`src/rtl/interleaver_rd_sched.sv`:
```
// Read-side scheduler for the interleaver output stage: walks lane select and
// row address so a frame leaves column-interleaved, one byte per accepted beat.
module interleaver_rd_sched #(
  parameter int N_LANES = 12,
  parameter int SEL_W   = 4,
  parameter int DEPTH   = 16,
  parameter int ADDR_W  = 4
) (
  input  logic              clk,
  input  logic              rst_n,
  input  logic              start,
  input  logic              abort,
  output logic [SEL_W-1:0]  sel,
  output logic [ADDR_W-1:0] rd_addr,
  output logic              out_valid,
  input  logic              out_ready,
  output logic              last,
  output logic              busy,
  output logic              done
);

  typedef enum logic [1:0] {
    S_IDLE,
    S_RUN,
    S_DONE
  } state_e;

  localparam logic [SEL_W-1:0]  SEL_MAX  = SEL_W'(N_LANES - 1);
  localparam logic [ADDR_W-1:0] ADDR_MAX = ADDR_W'(DEPTH - 1);

  state_e              state_q, state_d;
  logic [SEL_W-1:0]    sel_q, sel_d;
  logic [ADDR_W-1:0]   addr_q, addr_d;
  logic                valid_q, valid_d;
  logic                last_q, last_d;
  logic                busy_q, busy_d;
  logic                done_q, done_d;

  always_comb begin
    // NOTE: every _d gets a default before the case, so no path can infer a latch.
    state_d = state_q;
    sel_d   = sel_q;
    addr_d  = addr_q;
    valid_d = valid_q;
    busy_d  = busy_q;
    done_d  = 1'b0;

    case (state_q)
      S_IDLE: begin
        if (start) begin
          state_d = S_RUN;
          sel_d   = '0;
          addr_d  = '0;
          valid_d = 1'b1;
          busy_d  = 1'b1;
        end
      end
      S_RUN: begin
        if (valid_q && out_ready) begin
          if (sel_q == SEL_MAX) begin
            sel_d = '0;
            if (addr_q == ADDR_MAX) begin
              state_d = S_DONE;
              addr_d  = '0;
              valid_d = 1'b0;
              done_d  = 1'b1;
            end else begin
              addr_d = addr_q + ADDR_W'(1);
            end
          end else begin
            sel_d = sel_q + SEL_W'(1);
          end
        end
      end
      S_DONE: begin
        state_d = S_IDLE;
        busy_d  = 1'b0;
      end
      default: begin
        state_d = S_IDLE;
      end
    endcase

    // Abort wins over start and over the beat advance, and suppresses done.
    if (abort) begin
      state_d = S_IDLE;
      sel_d   = '0;
      addr_d  = '0;
      valid_d = 1'b0;
      busy_d  = 1'b0;
      done_d  = 1'b0;
    end

    // last is registered from the next-state beat, so it never depends on out_ready combinationally.
    last_d = valid_d && (sel_d == SEL_MAX) && (addr_d == ADDR_MAX);
  end

  // NOTE: state registers use non-blocking assignments so all flops update together.
  always_ff @(posedge clk or negedge rst_n) begin
    if (!rst_n) begin
      state_q <= S_IDLE;
      sel_q   <= '0;
      addr_q  <= '0;
      valid_q <= 1'b0;
      last_q  <= 1'b0;
      busy_q  <= 1'b0;
      done_q  <= 1'b0;
    end else begin
      state_q <= state_d;
      sel_q   <= sel_d;
      addr_q  <= addr_d;
      valid_q <= valid_d;
      last_q  <= last_d;
      busy_q  <= busy_d;
      done_q  <= done_d;
    end
  end

  assign sel       = sel_q;
  assign rd_addr   = addr_q;
  assign out_valid = valid_q;
  assign last      = last_q;
  assign busy      = busy_q;
  assign done      = done_q;

endmodule

```
`config.mk`:
```
export PLATFORM = sky130hd
export DESIGN_NAME = interleaver_rd_sched
export DESIGN_NICKNAME = d
export VERILOG_FILES = /design/src/rtl/interleaver_rd_sched.sv
export SDC_FILE = /design/constraint.sdc
export NUM_CORES = 1
export LEC_CHECK = 0
export CORE_AREA = 2 2 41 58
export CTS_CLUSTER_DIAMETER = 60
export CTS_CLUSTER_SIZE = 12
export DETAILED_ROUTE_END_ITERATION = 8
export DIE_AREA = 0 0 43 60
export DONT_BUFFER_PORTS = 1
export PLACE_DENSITY = 0.53
export SLEW_MARGIN = 5
export SYNTH_ARGS = -nofsm -noshare
export SYNTH_HDL_FRONTEND = slang
export SYNTH_SLANG_ARGS = --single-unit
```
`constraint.sdc`:
```
create_clock -name clk -period 1.9 [get_ports clk]
set_input_delay 0.38 -clock clk [delete_from_list [all_inputs] [get_ports clk]]
set_output_delay 0.38 -clock clk [all_outputs]
set_load 0.02 [all_outputs]
```
# --- After elaboration in Yosys (flattened, before gate mapping) ---
# Index checks and enable logic that the tools add are counted.
totals:
  register_bits: 14
  in_bits: 5
  output_inout_bits: 12
  word_cells: 57
op_classes:
  addsub: 2
  eq_ne: 10
  n_mux: 31
  n_reduce_logical: 7
op_table:
  columns: ["op", "count"]
  rows:
  - ["4-bit 2-to-1 mux", 9]
  - ["4-bit == test (second input constant)", 4]
  - ["4-bit one-hot mux with 2 select lines", 2]
  - ["1-bit 2-to-1 mux", 12]
  - ["3-bit != test (second input constant)", 4]
  - ["2-bit 2-to-1 mux", 5]
  - ["4-bit by 1-bit adder with 4-bit output (second input constant)", 2]
  - ["1-bit one-hot mux with 2 select lines", 2]
  - ["2-bit one-hot mux with 2 select lines", 1]
  - ["4-bit AND reduction", 1]
  - ["1-bit logical AND", 3]
  - ["3-bit nonzero test", 1]
  - ["2-bit by 1-bit == test with 1-bit output (second input constant)", 1]
  - ["2-bit == test (second input constant)", 1]
  - ["2-bit logical NOT", 1]
  - ["2-bit AND reduction", 1]

# --- Longest topological paths before layout ---
depth:
  depth_word: 8
  ltp_mapped: 6
  ltp_nobuf: 6

# --- Worst setup path before layout ---
# OpenSTA, ideal clock, no wires.
synth_path:
  kind: "reg-to-reg"
  from: "reg sel_q[0], in the netlist sel[0]"
  to: "reg last_q, in the netlist last"
  setup_ps: 68
  arrival_ps: 1801
  t_required_ps: 1832
  setup_slack_ps: 31
  stages_incl_launch_ff: 7
  n_path_buf: 0
  period_less_slack_ps: 1869
  path_cell_list: "dfrtp_1 -> ha_1 -> and3b_4 -> or3_1 -> o22ai_2 -> nor4bb_1 -> and4_1"
synth_via:
  elab_chain_cells: 8
  word_cells_on_any_way: 19
  classes_between: "add/sub (1); eq/ne (3); mux (13); reduce/logical (2)"
synth_rtl:
  columns: ["item", "line", "text"]
  rows:
  - ["start, declared", "32", "logic [SEL_W-1:0] sel_q, sel_d;"]
  - ["start signal, assigned", "110", "sel_q <= sel_d;"]
  - ["4-bit by 1-bit adder with 4-bit output or 4-bit == test (tied branches)", "71, 60", null]
  - ["4-bit 2-to-1 mux", "60", "if (sel_q == SEL_MAX) begin"]
  - ["4-bit 2-to-1 mux", "59", "if (valid_q && out_ready) begin"]
  - ["4-bit one-hot mux with 2 select lines (*)", "48", "case (state_q)"]
  - ["4-bit 2-to-1 mux (*)", "85", "if (abort) begin"]
  - ["via sel_d[0]", "32", null]
  - ["4-bit == test (*)", "95", "last_d = valid_d && (sel_d == SEL_MAX) && (addr_d == ADDR_MAX);"]
  - ["1-bit logical AND (*) (2 in a row)", "95", null]
  - ["via last_d", "35", "logic last_q, last_d;"]
  - ["end signal, assigned", "113", "last_q <= last_d;"]
  - ["end, declared", "35", null]
# Mark *: on every way through the listed nets, which the timed path passes. The rest lies on a longest branch.
# A chain may end at the register's enable or synchronous reset.

# --- Worst setup path after layout ---
# Ends and elaborated chain as after synthesis.

==> impl_summary.md <==
Route
Dividing the detail-routed wire length by the instance count gives 15.7 um. The via total after detailed routing is approximately 640. The detailed-routing iteration count for the pre-antenna-repair pass is 4. The final layout contains routed wiring with a total length of 1760 um. The number of routed nets with antenna violations is 0. The DRC marker count from the first detailed-route iteration is 19. Dividing the detail-routed via count by the number of cells gives 5.75. The number of remaining DRC errors is 0.

Layout
The repair_antennas step left the layout with diodes totalling 0. From synthesis to final layout, the design area changed by 16.1%. For this run, the post-layout net count is around 100.

The utilization of the core after routing is 43.0%. The count of placed standard cells in the final layout, fillers left out is 112. The total non-filler cell area in the finished layout is 905 sq um. Leaving out fill and tap cells, the most frequent cells in the layout are dfrtp_1 (14), buf_4 (9), nand2_1 (7).

The fraction of final layout cells with drive strength greater than 1 is 21.1%. The library cell used most frequently in the layout, excluding fill and tap cells, is dfrtp_1.

CTS
The CTS tree is yes. The clock slew at the register clock pins of the worst setup and hold paths is 0.08 ns. Buffers inserted during clock tree synthesis total 3. The clock insertion delay at the later pin of the skew report is 0.27 ns. The setup fix buffers added after clock tree synthesis is 0. The tree is rooted in a clkbuf_4. The tree built by TritonCTS fans out to 14 sinks. The number of H-tree levels is 1. The maximum count of clock buffers along a single path is 2.

Global route
The global-route wire length before repair is between 3000 and 4000 um. Global routing used 15.6% of the available tracks. The largest net degree at the start of global routing is 15. The number of antenna violations at the first check in global routing is 0.

The number of global-route vias before repair is 646. The remaining global-route overflow is 0.

Floorplan
The die area is 0.00258 sq mm. Pin placement for this block handled 17 I/O pins. The floorplan has 20 rows. Measured along the x axis, the die boundary spans approximately 43 um.

The area of the core region is 0.00210 sq mm. The die extent in y is roughly 60 um. The effective utilization at floorplan is 37.1%.

STA
Setup repair after global routing left no endpoint under its margin. Final hold analysis gives a worst-case slack of 0.158 ns. In the finished design, the share of the clock period the worst path needs comes to 92.3%. The final setup skew is 0.00327 ns. The count of pins over their slew limit is 0. The number of hold-slack violations in the final timing report is 0. After routing, the total negative slack on setup checks comes to 0 ns.

Once routing completed, OpenROAD measured the worst setup slack at 0.147 ns. The slew of the pin with the lowest slew margin is 0.631 ns. Static timing analysis puts the maximum clock frequency at 571 MHz. Setup violations remaining at the end of the flow were counted as 0. The headroom to the max-slew limit is just under 60%.

The minimum clock period is between 1.5 and 2 ns.

Critical path
The worst setup path is captured at a register. The largest single stage delay on the critical path is 0.39 ns. The worst endpoint required time is 2.11 ns. The buffers plus inverters on the worst setup path is 0.

Traced cell by cell, the critical path runs through ha_2 -> and3b_4 -> or3_1 -> o22ai_2 -> nor4bb_2 -> and4_1. The dominant delay contributor by cell family on the critical path is simple AND/OR/NAND/NOR gates. The critical path is of the reg2reg type. The critical path launch point type is a register. STA puts the critical path data arrival time at approximately 2.0 ns. Along the worst path, the maximum fanout reaches 3. The standard cell with the maximum stage delay on the critical path is dfrtp_1.

Placed design
Input and output buffers added on the ports amount to 0. The placement-stage cell area is 863 sq um. The congestion estimate from routability-driven global placement came to around 0.8. Once placement completed, the tool counted placed cells totaling 108.

OpenSTA, run right after detailed placement, puts the worst setup slack at 0.0530 ns. Once detailed placement completed, the half-perimeter wirelength came to 1390 um.

Power
The clock network accounts for 31.5% of the total power. In this run the power spent charging and discharging nets is about 0.12 mW. VDD sags by at most around 0.39 mV.

The design draws about 0.5 mW. In this run the power density over the cells is 568 mW/mm^2. The relative contribution of combinational cells to total power is just under 8%.

The leakage power summed over all cells is 0.397 nW. The fraction of power spent switching nets is a little under a quarter. The design internal power is 0.392 mW. The register share of total power is 60.6%.

Synthesis
Summing every instance area after synthesis gives 779 sq um. For this run, the leading register cell type out of synthesis is dfrtp_1. The number of distinct library cells after synthesis is 32. Synthesis produced 80 cells. The fraction of synthesis flops using an asynchronous set or reset pin is 100%.

The count of flip-flops with a built-in enable after synthesis is 0. The synthesized net count is 87. The register bit total from synthesis is 14.

Sequential elements use about 45% of the synthesized area. Dividing the synthesized area by the synthesized cell count gives around 9.7 sq um. The synthesis warning total is 0.

Status
The run finished with clean final reports.

Hold path
The path category of the worst min-delay check is in2reg.

Job
The tool flagged a number of max-cap violations equal to 0.
[cell type report]
class | instances | area, sq um
fillers | 219 | 1200
multi-input cells | 59 | 412
flip-flops and latches | 14 | 350
repair buffers | 10 | 77.6
well taps | 22 | 27.5
clock buffers | 3 | 22.5
inverters | 4 | 15.0
[routing by layer]
layer	vias to the layer above	track usage [%]	part of all wire, %
met5	-	0	0
met4	0	9.09	1.1
met3	2	3.02	5.5
met2	16	26.8	53
met1	310	17.8	40
li1	316	-	-
[flip-flops by register name, summed over array words and instances, names as in the netlist]
name	count
done	1
last	1
sel	4
rd_addr	4
out_valid	1
state_q	2
busy	1
[power groups by stage]
stage	logic, mW	clock network (mW)	registers (mW)
2_1_floorplan	0.0220	0	0.320
3_3_place_gp	0.0340	0	0.318
3_5_place_dp	0.0337	0	0.318
4_1_cts	0.0413	0.169	0.312
5_1_grt	0.0465	0.176	0.312
6_report	0.0405	0.162	0.311
[logic make-up after synthesis]
logic type,share of synthesized area (%)
simple gates,30.3
compound gates,15.9
flops,44.9
buf+inv,3.37
xor+xnor,2.25
fa+ha+maj,3.21
[path summary, 6_finish.rpt]
kind | start | endpoint | slack, ns | cells after the start
worst min register to register | state_q[1]$_DFFE_PN0P_ | busy$_DFFE_PN0P_ | 0.59 | 1
worst min-delay path | abort | out_valid$_DFF_PN0_ | 0.16 | 1
worst max-delay path | sel[0]$_DFF_PN0_ | last$_DFF_PN0_ | 0.15 | 6
max in group asynchronous | rst_n | sel[1]$_DFF_PN0_ | 0.93 | 1
min in group asynchronous | rst_n | state_q[1]$_DFFE_PN0P_ | 0.56 | 1
worst max register to register | sel[0]$_DFF_PN0_ | last$_DFF_PN0_ | 0.15 | 6
[cell usage after synthesis, types with 2 or more instances]
| cell type | count | share of area [%] |
|---|---|---|
| a21oi_1 | 5 | 3.2 |
| nor2_1 | 3 | 1.4 |
| o21ai_0 | 5 | 3.2 |
| inv_1 | 4 | 1.9 |
| ha_1 | 2 | 3.2 |
| dfrtp_1 | 14 | 45 |
| xor2_1 | 2 | 2.2 |
| nand3_1 | 6 | 3.9 |
| or3_1 | 2 | 1.6 |
| nor4_1 | 3 | 2.4 |
| nor3_1 | 3 | 1.9 |
| nand2_1 | 7 | 3.4 |
| clkbuf_1 | 3 | 1.4 |
| and2_1 | 3 | 2.4 |
[repair_timing]
action / 4_1_cts / 5_1_grt
hold buffers: 1 / 0
resized for setup: 0 / 2
endpoints found under the hold margin: 14 / 0
setup endpoints to repair: 0 / 1
No activity file was read; power rests on OpenSTA's default activity.
